File: src/rtl/seg595_pkg.sv
// Shared constants, scan state type and frame builder for the 74HC595 seven-segment scanner.
package seg595_pkg;

    localparam int unsigned FRAME_W    = 16;
    localparam int unsigned NUM_DIGITS = 4;
    localparam int unsigned SEG_W      = 8;
    localparam int unsigned DIGIT_W    = 2;
    localparam int unsigned SNAP_W     = NUM_DIGITS * SEG_W;

    typedef enum logic [2:0] {
        ST_IDLE,
        ST_LOAD,
        ST_SHIFT,
        ST_LATCH,
        ST_DWELL
    } scan_state_t;

    // Frame is {segment byte, one-hot digit select}; blanking clears both halves.
    function automatic logic [FRAME_W-1:0] build_frame(
        input logic [SNAP_W-1:0]  snap,
        input logic [DIGIT_W-1:0] digit,
        input logic               blank
    );
        logic [SEG_W-1:0] sel;
        sel = 8'h01 << digit;
        if (blank) begin
            return '0;
        end
        return {snap[{digit, 3'b000} +: SEG_W], sel};
    endfunction

endpackage

File: src/rtl/seg595_scan_ctrl_shifter.sv
// 16-bit serializer for a 74HC595 chain; ser_clk low then high for CLK_DIV cycles per bit.
// Optional SEG595_MSB_FIRST_EN: emit frame bit 15 first instead of bit 0.
module hc595_shifter
    import seg595_pkg::*;
#(
    parameter int unsigned CLK_DIV = 2
) (
    input  logic               s_clk,
    input  logic               s_reset_n,
    input  logic               start,
    input  logic [FRAME_W-1:0] frame,
    output logic               done_c,
    output logic               ser_data,
    output logic               ser_clk
);

    localparam int unsigned DIV_W = 8;
    localparam int unsigned BIT_W = $clog2(FRAME_W);

`ifdef SEG595_MSB_FIRST_EN
    localparam int unsigned OUT_BIT = FRAME_W - 1;
    function automatic logic [FRAME_W-1:0] advance(input logic [FRAME_W-1:0] v);
        return v << 1;
    endfunction
`else
    localparam int unsigned OUT_BIT = 0;
    function automatic logic [FRAME_W-1:0] advance(input logic [FRAME_W-1:0] v);
        return v >> 1;
    endfunction
`endif

    logic               active;
    logic [DIV_W-1:0]   div_cnt;
    logic [BIT_W-1:0]   bit_cnt;
    logic [FRAME_W-1:0] shreg;
    logic               div_end_c;

    assign div_end_c = (div_cnt == DIV_W'(CLK_DIV - 1));
    // Last high phase of the last bit: the owner moves on at this edge.
    assign done_c    = active && ser_clk && div_end_c && (bit_cnt == BIT_W'(FRAME_W - 1));

    always_ff @(posedge s_clk) begin
        if (!s_reset_n) begin
            active   <= 1'b0;
            div_cnt  <= '0;
            bit_cnt  <= '0;
            shreg    <= '0;
            ser_data <= 1'b0;
            ser_clk  <= 1'b0;
        end else if (start) begin
            active   <= 1'b1;
            div_cnt  <= '0;
            bit_cnt  <= '0;
            shreg    <= advance(frame);
            ser_data <= frame[OUT_BIT];
            ser_clk  <= 1'b0;
        end else if (active) begin
            if (div_end_c) begin
                div_cnt <= '0;
                if (!ser_clk) begin
                    ser_clk <= 1'b1;
                end else begin
                    ser_clk <= 1'b0;
                    if (bit_cnt == BIT_W'(FRAME_W - 1)) begin
                        active <= 1'b0;
                    end else begin
                        bit_cnt  <= bit_cnt + BIT_W'(1);
                        ser_data <= shreg[OUT_BIT];
                        shreg    <= advance(shreg);
                    end
                end
            end else begin
                div_cnt <= div_cnt + DIV_W'(1);
            end
        end
    end

endmodule

File: src/rtl/seg595_scan_ctrl.sv
// Four-digit multiplexed seven-segment scanner driving a 74HC595 chain.
// Optional SEG595_MSB_FIRST_EN (in hc595_shifter): frame bit 15 shifted first.
module seg595_scan_ctrl
    import seg595_pkg::*;
#(
    parameter int unsigned CLK_DIV = 2,
    parameter int unsigned DWELL   = 1000
) (
    input  logic              s_clk,
    input  logic              s_reset_n,
    input  logic [SNAP_W-1:0] seg_data,
    input  logic              update_req,
    output logic              update_ack,
    input  logic              blank,
    output logic              ser_data,
    output logic              ser_clk,
    output logic              ser_latch,
    output logic [1:0]        scan_digit,
    output logic              busy
);

    localparam int unsigned DWELL_W = 16;

    scan_state_t        state, state_next;
    logic [1:0]         digit_next;
    logic [SNAP_W-1:0]  snapshot, snap_next;
    logic [FRAME_W-1:0] frame, frame_next;
    logic [DWELL_W-1:0] dwell_cnt, dwell_next;
    logic               ack_next, latch_next, busy_next;
    logic               start_c, load_c, shift_done_c;

    hc595_shifter #(
        .CLK_DIV (CLK_DIV)
    ) u_shifter (
        .s_clk     (s_clk),
        .s_reset_n (s_reset_n),
        .start     (start_c),
        .frame     (frame),
        .done_c    (shift_done_c),
        .ser_data  (ser_data),
        .ser_clk   (ser_clk)
    );

    always_ff @(posedge s_clk) begin
        if (!s_reset_n) begin
            state      <= ST_IDLE;
            scan_digit <= '0;
            snapshot   <= '0;
            frame      <= '0;
            dwell_cnt  <= '0;
            update_ack <= 1'b0;
            ser_latch  <= 1'b0;
            busy       <= 1'b0;
        end else begin
            state      <= state_next;
            scan_digit <= digit_next;
            snapshot   <= snap_next;
            frame      <= frame_next;
            dwell_cnt  <= dwell_next;
            update_ack <= ack_next;
            ser_latch  <= latch_next;
            busy       <= busy_next;
        end
    end

    // Frame and snapshot are prepared on the edge entering LOAD so LOAD can start the shift.
    always_comb begin
        state_next = state;
        digit_next = scan_digit;
        snap_next  = snapshot;
        frame_next = frame;
        dwell_next = dwell_cnt;
        ack_next   = 1'b0;
        latch_next = 1'b0;
        start_c    = 1'b0;
        load_c     = 1'b0;

        case (state)
            ST_IDLE: begin
                state_next = ST_LOAD;
                digit_next = '0;
                load_c     = 1'b1;
            end
            ST_LOAD: begin
                start_c    = 1'b1;
                state_next = ST_SHIFT;
            end
            ST_SHIFT: begin
                if (shift_done_c) begin
                    state_next = ST_LATCH;
                    latch_next = 1'b1;
                end
            end
            ST_LATCH: begin
                state_next = ST_DWELL;
                dwell_next = '0;
            end
            ST_DWELL: begin
                if (dwell_cnt == DWELL_W'(DWELL - 1)) begin
                    state_next = ST_LOAD;
                    digit_next = scan_digit + 2'd1;
                    load_c     = 1'b1;
                end else begin
                    dwell_next = dwell_cnt + DWELL_W'(1);
                end
            end
            default: begin
                state_next = ST_IDLE;
            end
        endcase

        if (load_c) begin
            if ((digit_next == 2'd0) && update_req) begin
                snap_next = seg_data;
                ack_next  = 1'b1;
            end
            frame_next = build_frame(snap_next, digit_next, blank);
        end

        busy_next = (state_next != ST_IDLE);
    end

endmodule

File: config.mk
export PLATFORM = sky130hd
export DESIGN_NAME = seg595_scan_ctrl
export DESIGN_NICKNAME = d
export VERILOG_FILES = /design/src/rtl/seg595_pkg.sv /design/src/rtl/seg595_scan_ctrl_shifter.sv /design/src/rtl/seg595_scan_ctrl.sv
export SDC_FILE = /design/constraint.sdc
export NUM_CORES = 1
export LEC_CHECK = 0
export BUFFER_PORTS_ARGS = -buffer_cell sky130_fd_sc_hd__buf_2
export CAP_MARGIN = 20
export CORE_MARGIN = 1
export CORE_UTILIZATION = 53
export DETAILED_ROUTE_END_ITERATION = 10
export PLACE_DENSITY = 0.78
export REMOVE_ABC_BUFFERS = 1
export SYNTH_ARGS = -nofsm -noshare
export SYNTH_HDL_FRONTEND = slang
export SYNTH_HIERARCHICAL = 1
export SYNTH_SLANG_ARGS = --single-unit
File: constraint.sdc
create_clock -name s_clk -period 2.31 [get_ports s_clk]
set_input_delay 0.231 -clock s_clk [delete_from_list [all_inputs] [get_ports s_clk]]
set_output_delay 0.231 -clock s_clk [all_outputs]
set_load 0.03 [all_outputs]
# Word-level counts from Yosys, hierarchy flattened
# Index checks and enable logic that the tools add are counted.
# word_totals
ff_bits,102
inputBits,36
out_inout_bits,7
wordCells,84
# op_classes
add_sub_neg,4
n_eq_ne,9
shift,2
n_mux,35
bitwise,2
n_reduce_logical,18
# ops
operator,count
$mux 15,5
$mux 32,2
$mux 16,3
$pmux 16 s2,1
$shiftx 32x6->8,1
$mux 1,17
$add 16x1->16 const B,1
$eq 16x10->1 const B,1
$pmux 3 s5,1
$add 8x1->8 const B,1
$eq 8x1->1 const B,1
$mux 8,1
$reduce_and 2->1,4
$reduce_and 4->1,2
$reduce_bool 2->1,4
$shl 1x2->8 const A,1
$eq 3x2->1 const B,2
$mux 3,2
$add 4x1->4 const B,1
$eq 4x4->1 const B,1
$logic_and 1x1->1,4
$ne 2x2->1 const B,2
$pmux 2 s2,1
$eq 3x1->1 const B,1
9 further kinds,10

# Longest topological paths before layout
# Gate-level depths: netlist of the first run.
# depth
ltp_word,9
depth_mapped,10
ltp_nobuf,8

# Modules after synthesis
# The synthesis of the first run kept the hierarchy.
# modules_own_cells
module,n_inst,cells_per_inst,area_each_um2,seq_area_each_um2
seg595_scan_ctrl,1,390,3367.0,1361.3
hc595_shifter,1,144,1325.0,600.6

# Least setup slack after synthesis of the first run
# No wires, ideal clock.
# synth_path
path_kind,reg2reg
startpoint,register dwell_cnt[0]
endpoint,register frame[15]
t_arrival_ps,2204
required_time_ps,2190
path_slack_ps,-15
stages_incl_launch_ff,10
path_buffers,1
period_less_slack_ps,2325
path_cell_list,dfxtp_1 ha_1 nor4b_4 nand4_2 mux2_4 o21ai_4 buf_6 mux2_1 a2bb2oi_1 a21oi_1
# synth_between
elab_chain_cells,9
# synth_lines
item,line_no,text
from (decl),seg595_scan_ctrl.sv:28,"logic [DWELL_W-1:0] dwell_cnt, dwell_next;"
from (signal assigned),seg595_scan_ctrl.sv:59,dwell_cnt <= dwell_next;
$eq 16x10->1 *,seg595_scan_ctrl.sv:99,if (dwell_cnt == DWELL_W'(DWELL - 1)) begin
$mux 2,seg595_scan_ctrl.sv:99,
$pmux 2 s2,seg595_scan_ctrl.sv:78,case (state)
$logic_not 2->1,seg595_scan_ctrl.sv:113,if ((digit_next == 2'd0) && update_req) begin
$logic_and 1x1->1,seg595_scan_ctrl.sv:113,
$mux 32,seg595_scan_ctrl.sv:113,
$mux 32,seg595_scan_ctrl.sv:112,if (load_c) begin
$shiftx 32x6->8,seg595_pkg.sv:29,"return {snap[{digit, 3'b000} +: SEG_W], sel};"
$mux 16,seg595_pkg.sv:29,
to (signal assigned),seg595_scan_ctrl.sv:58,frame <= frame_next;
to (decl),seg595_scan_ctrl.sv:27,"logic [FRAME_W-1:0] frame, frame_next;"
# Mark *: on every way between the ends. The rest lies on a longest branch, timed or not. The select of a mux whose other input is x is not followed.
# A chain may end at the register's enable or synchronous reset.

# Worst setup path in the final report of the first run
# layout_path
startpoint,register dwell_cnt[4]
endpoint,register frame[11]
# Same word-level chain as after synthesis.

==> metrics.yaml, run 1 <==
status: "finished, violations left"
port_buffers: 42
overflow: 0
ys_types: 49
wl_um: 11000
final_cells: 701
ir_worst_vdd_mv: 0.404
yosysWarnings: 6
async_flop_share_pct: 0
violations: "negative setup slack"
fin_ws_ns: -0.0949
period_minus_slack_ns: 2.40
avgViaCountPerCell: 5.79
place_congestion: 0.829
antennaDiodeCount: 0
max_freq_ghz: 0.416
power_density_mw_per_mm2: 716
cts.clk_slew.worst_paths_ns: 0.10
fp.dieW_um: 96.1
vias: 4057
insertion_delay_ns: 0.37
row_count: 33
clkSinkCount: 98
grt_max_degree: 51
grt_pass1_vias: 3668
drcViolationCount: 0
first_iter_violations: 292
cts-htree-levels: 3
clk_path_buf_depth: 2
drtPass1Iterations: 5
whs_ns: 0.104
nets: 632
synth_edf_count: 0
initial_utilization_pct: 56.0
synthesis.area_mm2: 0.00469
setup_viol: 7
setup-tns-final_ns: -0.181
skew_ns: 0.0108
core_mm2: 0.00838
placedCellCount: 679
seq_area_frac_synth_pct: 41.8
hold_viol: 0
antenna_found_initial: 0
min_path_type: "in -> reg"
rsz0062_at_grt: "yes"
area_growth_pct: 18.3
leakage_nw: 2.26
root_buffer: "clkbuf_8"
endpoint_kind: "flop"
hpwl_um: 7010
maxCapViolCount: 0
cp-start-kind: "flop"
place_ws_ns: -0.0238
netlist_instances: 534
antenna_left: 0
final_layout_size_suffix_gt1_share_pct: 22.0
final_util_pct: 66.2
final_common_cell: "dfxtp_1"
fillers: 698
fin_crit_sh_pct: 104
track_usage_pct: 23.2
boundaryPins: 43
finalMaxSlewViolations: 0
ys_ff_latch: 98
cts_tree: "built"
wl_per_cell_um: 15.6
worst_pin_slew_ns: 0.943
die_h_um: 96.1
slew_headroom_pct: 36.5
cp_max_fo: 10
avgSynthCellArea_um2: 8.79
worstPathRequired_ns: 2.57
dieArea_mm2: 0.00923
grt_pass1_wl_um: 16600
arrival_ns: 2.66
layout_common_cells: "dfxtp_1, nand2_1, buf_2"
ys.flop_type: "dfxtp_1"
cts_buffers: 9
path_class: "reg -> reg"
==> path summary, 6_finish.rpt <==
path / startpoint / end / slack [ns] / cells past startpoint
setup / recovery: dwell_cnt[4]$_SDFFE_PN0P_ / frame[11]$_SDFFE_PN0P_ / -0.09 / 9
setup reg to reg: dwell_cnt[4]$_SDFFE_PN0P_ / frame[11]$_SDFFE_PN0P_ / -0.09 / 9
hold reg to reg: snapshot[21]$_SDFFE_PN0P_ / snapshot[21]$_SDFFE_PN0P_ / 0.46 / 2
hold / removal: seg_data[3] / snapshot[3]$_SDFFE_PN0P_ / 0.10 / 3
==> synthesized netlist by cell type, types with 5 or more instances <==
cell	instances	area [um2]
a21boi_0	6	45.0
a21boi_1	31	233
a21oi_1	42	210
a2bb2oi_1	8	70.1
and3_1	7	43.8
buf_6	5	56.3
clkbuf_1	18	67.6
dfxtp_1	98	1960
inv_1	7	26.3
mux2_1	9	101
mux2_2	8	90.1
mux2i_1	34	340
nand2_1	85	319
nand3_1	9	45.0
nand4_1	8	50.1
nor2_1	35	131
nor2b_1	12	75.1
nor3_1	6	30.0
o21ai_0	38	190
or3_1	7	43.8
xnor2_1	6	52.6
xor2_1	12	105
==> worst max-delay path: stages, from the launching register on <==
cell	delay, ns
dfxtp_1	0.37
nor3_1	0.34
nand4_2	0.18
mux2_4	0.34
o21ai_4	0.16
buf_12	0.14
buf_12	0.13
mux2_2	0.35
a21oi_2	0.17
a21oi_1	0.11
==> logic make-up after synthesis <==
family | share of synthesized area [%]
AOI/OAI and AO/OA | 18.2
and+or+nand+nor | 19.9
DFF | 41.8
other | 0.0799
buffers and inverters | 3.97
xor gates and xnor gates | 3.36
adders and majority gates | 1.07
muxes | 11.7
==> power breakdown <==
part           internal, mW  total (mW)  switching [mW]
logic                 0.314       0.739           0.425
registers              1.83        1.92          0.0930
clock network         0.719        1.32           0.597
total                  2.86        3.98            1.12
==> cell type report <==
type	instances	area, um2	area share [%]
clock inverters	6	115	2.07
repair buffers	73	529	9.53
inverters	7	26.3	0.473
clock buffers	9	124	2.23
flip-flops and latches	98	1960	35.4
well taps	105	131	2.37
multi-input cells	403	2660	47.9
==> through the flow <==
| step | cell area (um2) | power (mW) |
|---|---|---|
| after global placement | 5080 | 2.56 |
| final | 5550 | 3.98 |
| after CTS | 5440 | 3.93 |
| after detailed placement | 5080 | 2.58 |
| after global routing | 5550 | 4.15 |
| after floorplan | 4540 | 2.34 |
==> state kept, by name, summed over array words and instances, names as in the netlist <==
name	flops
u_shifter/shreg	15
dwell_cnt	16
u_shifter/ser_data	1
u_shifter/bit_cnt	4
u_shifter/div_cnt	8
state	3
u_shifter/active	1
u_shifter/ser_clk	1
update_ack	1
scan_digit	2
snapshot	32
frame	12
busy	1
ser_latch	1
==> routing by layer <==
metal	vias to the layer above	global-route usage [%]	part of all wire, %
met5	-	0	0
met4	0	10.3	2.6
met3	33	3.48	5.2
met2	144	38.7	48
met1	1900	29.7	44
li1	1980	-	-
==> timing repair <==
| item | in CTS | in global routing |
|---|---|---|
| cloned | 2 | 2 |
| hold buffers | 0 | 0 |
| pin swaps | 9 | 17 |
| buffers inserted | 2 | 1 |
| endpoints found under the setup margin | 15 | 47 |
| resized for setup | 15 | 24 |
Note: power is estimated with default switching activity, not from simulation.
==> run 2: changes to the inputs <==
--- a/config.mk
+++ b/config.mk
@@ -6,11 +6,12 @@
 export NUM_CORES = 1
 export LEC_CHECK = 0
 export BUFFER_PORTS_ARGS = -buffer_cell sky130_fd_sc_hd__buf_2
-export CAP_MARGIN = 20
-export CORE_MARGIN = 1
-export CORE_UTILIZATION = 53
+export CAP_MARGIN = 25
+export CORE_MARGIN = 2
+export CORE_UTILIZATION = 56
+export CTS_BUF_LIST = sky130_fd_sc_hd__clkbuf_4 sky130_fd_sc_hd__clkbuf_8
 export DETAILED_ROUTE_END_ITERATION = 10
-export PLACE_DENSITY = 0.78
+export PLACE_DENSITY = 0.82
 export REMOVE_ABC_BUFFERS = 1
 export SYNTH_ARGS = -nofsm -noshare
 export SYNTH_HDL_FRONTEND = slang
==> metrics.yaml, run 2 (synthesis results as in run 1) <==
status: "finished, violations left"  # unchanged
violations: "negative setup slack"  # unchanged
grt_pass1_vias: 3702  # was 3668
worstPathRequired_ns: 2.56  # was 2.57 ns
track_usage_pct: 22.4  # was 23.2%
cp-start-kind: "flop"  # unchanged
overflow: 0  # unchanged
fin_crit_sh_pct: 105  # was 104%
hold_viol: 0  # unchanged
antennaDiodeCount: 0  # unchanged
leakage_nw: 2.35  # was 2.26 nW
setup_viol: 25  # was 7
met2_usage_pct: 38.6  # was 38.7%
period_minus_slack_ns: 2.43  # was 2.40 ns
vias: 4228  # was 4057
rsz0062_at_grt: "yes"  # unchanged
cp_max_fo: 13  # was 10
final_cells: 701  # unchanged
multi_input_area_mm2: 0.00282  # was 0.00266 mm2
fin_ws_ns: -0.120  # was -0.0949 ns
skew_ns: 0.0242  # was 0.0108 ns
register_area_mm2: 0.00196  # unchanged
grtUsageMet3_pct: 4.43  # was 3.48%
arrival_ns: 2.68  # was 2.66 ns
worst_pin_slew_ns: 1.06  # was 0.943 ns
ir_worst_vdd_mv: 0.435  # was 0.404 mV
area_growth_pct: 21.6  # was 18.3%
core_mm2: 0.00818  # was 0.00838 mm2
antenna_found_initial: 0  # unchanged
largest_reg_flops: 32  # unchanged
drcViolationCount: 0  # unchanged
top_regs: "snapshot (32), dwell_cnt (16), u_shifter/shreg (15)"  # unchanged
gr-max-usage-layer: "met2"  # unchanged
max_freq_ghz: 0.411  # was 0.416 GHz
wl_um: 12100  # was 11000 um
min_path_type: "in -> reg"  # unchanged
final_util_pct: 69.8  # was 66.2%
place_congestion: 0.932  # was 0.829
power_mw: 3.87  # was 3.98 mW
cts.clk_slew.worst_paths_ns: 0.11  # was 0.10 ns
cts_tree: "built"  # unchanged
placedCellCount: 676  # was 679
finalMaxSlewViolations: 0  # unchanged
place_area_mm2: 0.00509  # was 0.00508 mm2
use_met1_pct: 27.6  # was 29.7%
cts_buffers: 9  # unchanged
antenna_left: 0  # unchanged
port_buffers: 42  # unchanged
grt_pass1_wl_um: 16300  # was 16600 um
drtPass1Iterations: 5  # unchanged
power_density_mw_per_mm2: 679  # was 716 mW/mm2
fp.dieW_um: 95.5  # was 96.1 um
slew_headroom_pct: 29.3  # was 36.5%
wl_per_cell_um: 17.3  # was 15.6 um
avgViaCountPerCell: 6.03  # was 5.79
die_h_um: 95.5  # was 96.1 um
endpoint_kind: "flop"  # unchanged
final_cell_area_mm2: 0.00570  # was 0.00555 mm2
clk_path_buf_depth: 2  # unchanged
cts-htree-levels: 3  # unchanged
path_class: "reg -> reg"  # unchanged
dieArea_mm2: 0.00913  # was 0.00923 mm2
root_buffer: "clkbuf_8"  # unchanged
hpwl_um: 7000  # was 7010 um
insertion_delay_ns: 0.38  # was 0.37 ns
nets: 631  # was 632
final_common_cell: "dfxtp_1"  # unchanged
grt_max_degree: 39  # was 51
initial_utilization_pct: 57.4  # was 56.0%
maxCapViolCount: 0  # unchanged
layout_common_cells: "dfxtp_1, nand2_1, buf_2"  # unchanged
fillers: 588  # was 698
boundaryPins: 43  # unchanged
first_iter_violations: 270  # was 292
clkSinkCount: 98  # unchanged
row_count: 33  # unchanged
final_layout_size_suffix_gt1_share_pct: 27.7  # was 22.0%
top_register: "snapshot"  # unchanged
run 2: changes by cell type in the layout (fill, tap and decap cells not counted), moves of 4 or more:
cell	delta
nand2_4	+14
a21boi_2	+10
mux2_4	+4
nand2_2	+13
nand2_1	-27
a21boi_1	-10
run 2: layout make-up:
| class | count | area share [%] |
|---|---|---|
| flip-flops and latches | 98 | 34.4 |
| repair buffers | 72 | 9.87 |
| multi-input cells | 403 | 49.5 |
| clock buffers | 11 | 2.65 |
| inverters | 7 | 0.461 |
| clock inverters | 5 | 0.790 |
| well taps | 105 | 2.30 |
run 2: where the power goes:
part / internal, mW / switching (mW) / total, mW
sequential: 1.83 / 0.110 / 1.94
combinational: 0.357 / 0.479 / 0.836
clock: 0.466 / 0.633 / 1.10
run 2: routing by layer:
layer / wire length [um] / share of wire (%)
met5: 0 / 0
met4: 202 / 1.7
met3: 882 / 7.3
met2: 5980 / 49
met1: 5060 / 42
run 2: worst paths after layout:
check,cells past startpoint,from,end,slack (ns)
setup / recovery,9,dwell_cnt[1]$_SDFFE_PN0P_,frame[13]$_SDFFE_PN0P_,-0.12
hold / removal,3,seg_data[20],snapshot[20]$_SDFFE_PN0P_,0.09
setup reg to reg,9,dwell_cnt[1]$_SDFFE_PN0P_,frame[13]$_SDFFE_PN0P_,-0.12
hold reg to reg,2,snapshot[5]$_SDFFE_PN0P_,snapshot[5]$_SDFFE_PN0P_,0.46
run 2: stage by stage:
step	hold slack, ns	worst slack [ns]	TNS (ns)
floorplan	0.349	-0.477	-16.80
CTS	0.0830	-0.00527	-0.00597
detailed placement	0.445	-0.0909	-0.573
finish	0.0866	-0.120	-1.04
global route	0.0890	-0.275	-3.68
global placement	0.437	0.0290	0
run 2: critical path, cell delays in order (launching register included):
cell	delay (ns)
dfxtp_2	0.37
ha_4	0.14
nor4b_4	0.21
nand4_2	0.16
mux2_4	0.35
o21ai_4	0.25
clkbuf_16	0.25
mux2_1	0.33
a21oi_1	0.18
a21oi_1	0.09
run 2: timing repair:
| action | 4_1_cts | 5_1_grt |
|---|---|---|
| resized for setup | 3 | 79 |
| pin swaps | 0 | 64 |
| cloned | 0 | 5 |
| setup endpoints to repair | 12 | 46 |
| setup buffers | 0 | 4 |
| hold buffers | 0 | 0 |
==> run 3: changes to the inputs <==
--- a/config.mk
+++ b/config.mk
@@ -8,12 +8,11 @@
 export BUFFER_PORTS_ARGS = -buffer_cell sky130_fd_sc_hd__buf_2
 export CAP_MARGIN = 25
 export CORE_MARGIN = 2
-export CORE_UTILIZATION = 56
+export CORE_UTILIZATION = 55
 export CTS_BUF_LIST = sky130_fd_sc_hd__clkbuf_4 sky130_fd_sc_hd__clkbuf_8
 export DETAILED_ROUTE_END_ITERATION = 10
-export PLACE_DENSITY = 0.82
+export PLACE_DENSITY = 0.81
 export REMOVE_ABC_BUFFERS = 1
 export SYNTH_ARGS = -nofsm -noshare
 export SYNTH_HDL_FRONTEND = slang
-export SYNTH_HIERARCHICAL = 1
 export SYNTH_SLANG_ARGS = --single-unit
==> metrics.yaml, run 3 <==
root_buffer: "clkbuf_8"  # unchanged
cts_tree: "built"  # unchanged
largest_reg_flops: 32  # unchanged
violations: "negative setup slack"  # unchanged
final_layout_size_suffix_gt1_share_pct: 27.7  # about the same
clk_path_buf_depth: 2  # unchanged
min_path_type: "in -> reg"  # unchanged
fin_ws_ns: -0.0360  # was -0.120 ns
cts_buffers: 9  # unchanged
clkSinkCount: 98  # unchanged
worstPathRequired_ns: 2.58  # was 2.56 ns
avgViaCountPerCell: 5.63  # was 6.03
slew_headroom_pct: 55.4  # was 29.3%
period_minus_slack_ns: 2.35  # was 2.43 ns
synth.mux.area_fraction_pct: 11.4  # was 11.7%
yosysMostFrequentCell: "nand2_1"  # was dfxtp_1
place_congestion: 0.775  # was 0.932
ys_types: 47  # was 49
avgSynthCellArea_um2: 9.09  # was 8.79 um2
final_common_cell: "dfxtp_1"  # unchanged
yosys.area_share.adder_pct: 1.08  # was 1.07%
ys.flop_type: "dfxtp_1"  # unchanged
area_growth_pct: 23.6  # was 21.6%
endpoint_kind: "flop"  # unchanged
startpoint: "dwell_cnt[1]$_SDFFE_PN0P_"  # unchanged
synth_compound_area_share_pct: 15.5  # was 18.2%
initial_utilization_pct: 56.7  # was 57.4%
cts_hold_buf: 0  # unchanged
antenna_found_initial: 0  # unchanged
wl_um: 10700  # was 12100 um
arrival_ns: 2.62  # was 2.68 ns
maxCapViolCount: 0  # unchanged
cts.clk_slew.worst_paths_ns: 0.11  # about the same
dieArea_mm2: 0.00918  # was 0.00913 mm2
synth_top_cell_by_area: "dfxtp_1"  # unchanged
cp-start-kind: "flop"  # unchanged
boundaryPins: 43  # unchanged
synth_area_leaders: "dfxtp_1, mux2i_1, nand2_1"  # unchanged
synth_xor_area_share_pct: 4.54  # was 3.36%
hold_viol: 0  # unchanged
synth_top_area_share_pct: 42.3  # was 41.8%
first_iter_violations: 164  # was 270
path_class: "reg -> reg"  # unchanged
hpwl_um: 6660  # was 7000 um
synth_edf_count: 0  # unchanged
grt_pass1_wl_um: 15800  # was 16300 um
rsz0062_at_grt: "yes"  # unchanged
insertion_delay_ns: 0.38  # about the same
drtPass1Iterations: 4  # was 5
yosysWarnings: 0  # was 6
antenna_left: 0  # unchanged
core_mm2: 0.00818  # unchanged
track_usage_pct: 22.1  # was 22.4%
grt_max_degree: 33  # was 39
finalMaxSlewViolations: 0  # unchanged
seq_area_frac_synth_pct: 42.3  # was 41.8%
final_util_pct: 70.1  # was 69.8%
ir_worst_vdd_mv: 0.520  # was 0.435 mV
grt_pass1_vias: 3441  # was 3702
setup_viol: 6  # was 25
port_buffers: 42  # unchanged
layout_common_cells: "dfxtp_1, nand2_1, mux2i_1"  # was dfxtp_1, nand2_1, buf_2
synth.top_cells.by_count: "nand2_1, dfxtp_1, mux2i_1, nor2_1, a21boi_1"  # was dfxtp_1, nand2_1, a21oi_1, o21ai_0, nor2_1
nets: 619  # was 631
die_h_um: 95.8  # was 95.5 um
wl_per_cell_um: 15.6  # was 17.3 um
max_freq_ghz: 0.426  # was 0.411 GHz
top_regs: "snapshot (32), dwell_cnt (16), u_shifter.shreg (15)"  # was snapshot (32), dwell_cnt (16), u_shifter/shreg (15)
antennaDiodeCount: 0  # unchanged
synthesis.area_mm2: 0.00463  # was 0.00469 mm2
status: "finished, violations left"  # unchanged
row_count: 33  # unchanged
ys_ff_latch: 98  # unchanged
leakage_nw: 2.40  # was 2.35 nW
cts-htree-levels: 3  # unchanged
power_density_mw_per_mm2: 775  # was 679 mW/mm2
final_cells: 689  # was 701
async_flop_share_pct: 0  # unchanged
synth_simple_gate_area_share_pct: 21.2  # was 19.9%
synth_top_family_by_area: "simple AND/OR/NAND/NOR gates"  # unchanged
vias: 3878  # was 4228
fp.dieW_um: 95.8  # was 95.5 um
fin_crit_sh_pct: 102  # was 105%
overflow: 0  # unchanged
cp_max_fo: 22  # was 13
drcViolationCount: 0  # unchanged
hold_start: "seg_data[2]"  # was seg_data[20]
timing.rr.start: "dwell_cnt[1]$_SDFFE_PN0P_"  # unchanged
top_register: "snapshot"  # unchanged
netlist_instances: 510  # was 534
whs_ns: 0.0819  # was 0.0866 ns
worst_pin_slew_ns: 0.667  # was 1.06 ns
placedCellCount: 657  # was 676
fillers: 602  # was 588
skew_ns: 0.0155  # was 0.0242 ns
[run 3: cell count changes in the layout (fill, tap and decap cells not counted), moves of 11 or more]
cell / delta
nand2_4: -11
o21ai_0: -31
buf_4: +13
mux2i_1: +11
o211a_1: +11
nand2_1: +36
a21boi_2: -11
a21oi_1: -36
[run 3: where the power goes]
part	switching (mW)	internal, mW	leakage, nW	total, mW
Sequential	0.138	1.90	0.800	2.03
Clock	0.653	0.410	0.0819	1.06
Combinational	0.755	0.585	1.51	1.34
Total	1.55	2.89	2.40	4.44
[run 3: through the flow]
step,power [mW],setup slack [ns],setup TNS (ns),instance area [um2]
after floorplan,2.73,-0.950,-34.99,4470
after global placement,3.13,-0.00965,-0.0341,5120
after detailed placement,3.18,-0.150,-2.57,5120
after CTS,4.23,0.00174,0,5340
after global routing,4.67,-0.144,-1.23,5730
final,4.44,-0.0360,-0.156,5730
[run 3: final timing paths]
kind                                                   to  slack (ns)  depth (start not counted)
worst max register to register     frame[12]$_SDFFE_PN0P_       -0.04                         10
worst max-delay path               frame[12]$_SDFFE_PN0P_       -0.04                         10
worst min-delay path             snapshot[2]$_SDFFE_PN0P_        0.08                          3
worst min register to register  snapshot[31]$_SDFFE_PN0P_        0.46                          2
[run 3: cell type report]
type	count	area, um2	area share [%]
multi-input combinational	377	2730	47.6
sequential	98	1970	34.3
timing repair buffer	88	699	12.2
tap	105	131	2.29
clock buffer	9	124	2.16
clock inverter	7	61.3	1.07
inverter	5	18.8	0.328
[run 3: layer usage]
metal  up-vias  routed length, um  track usage (%)
li1       1923                  -                -
met2        92               5460             38.7
met1      1842               4520             26.7
met4         0                307             7.26
met3        21                454             5.01
met5         -                  0                0
[run 3: kinds of logic (layout without fill, tap and decap cells)]
logic type | count (synthesis) | in the layout
fa+ha+maj | 4 | 4
compound gates | 91 | 91
mux | 52 | 52
buf+inv | 37 | 109
simple gates | 204 | 206
flops | 98 | 98
xor+xnor | 24 | 24
[run 3: timing repair]
item / in CTS / in global routing
gates cloned: 0 / 7
endpoints found under the hold margin: 0 / 0
buffers inserted: 1 / 9
pin swaps: 3 / 18
resized for setup: 10 / 57
endpoints found under the setup margin: 42 / 44
[run 3: critical path: stages, from the launching register on]
cell,delay [ns]
dfxtp_2,0.36
ha_4,0.14
nor3b_4,0.17
buf_4,0.14
nand4_4,0.13
mux2_4,0.35
o21a_4,0.22
buf_12,0.18
mux2i_1,0.20
o221ai_2,0.12
o221a_1,0.24
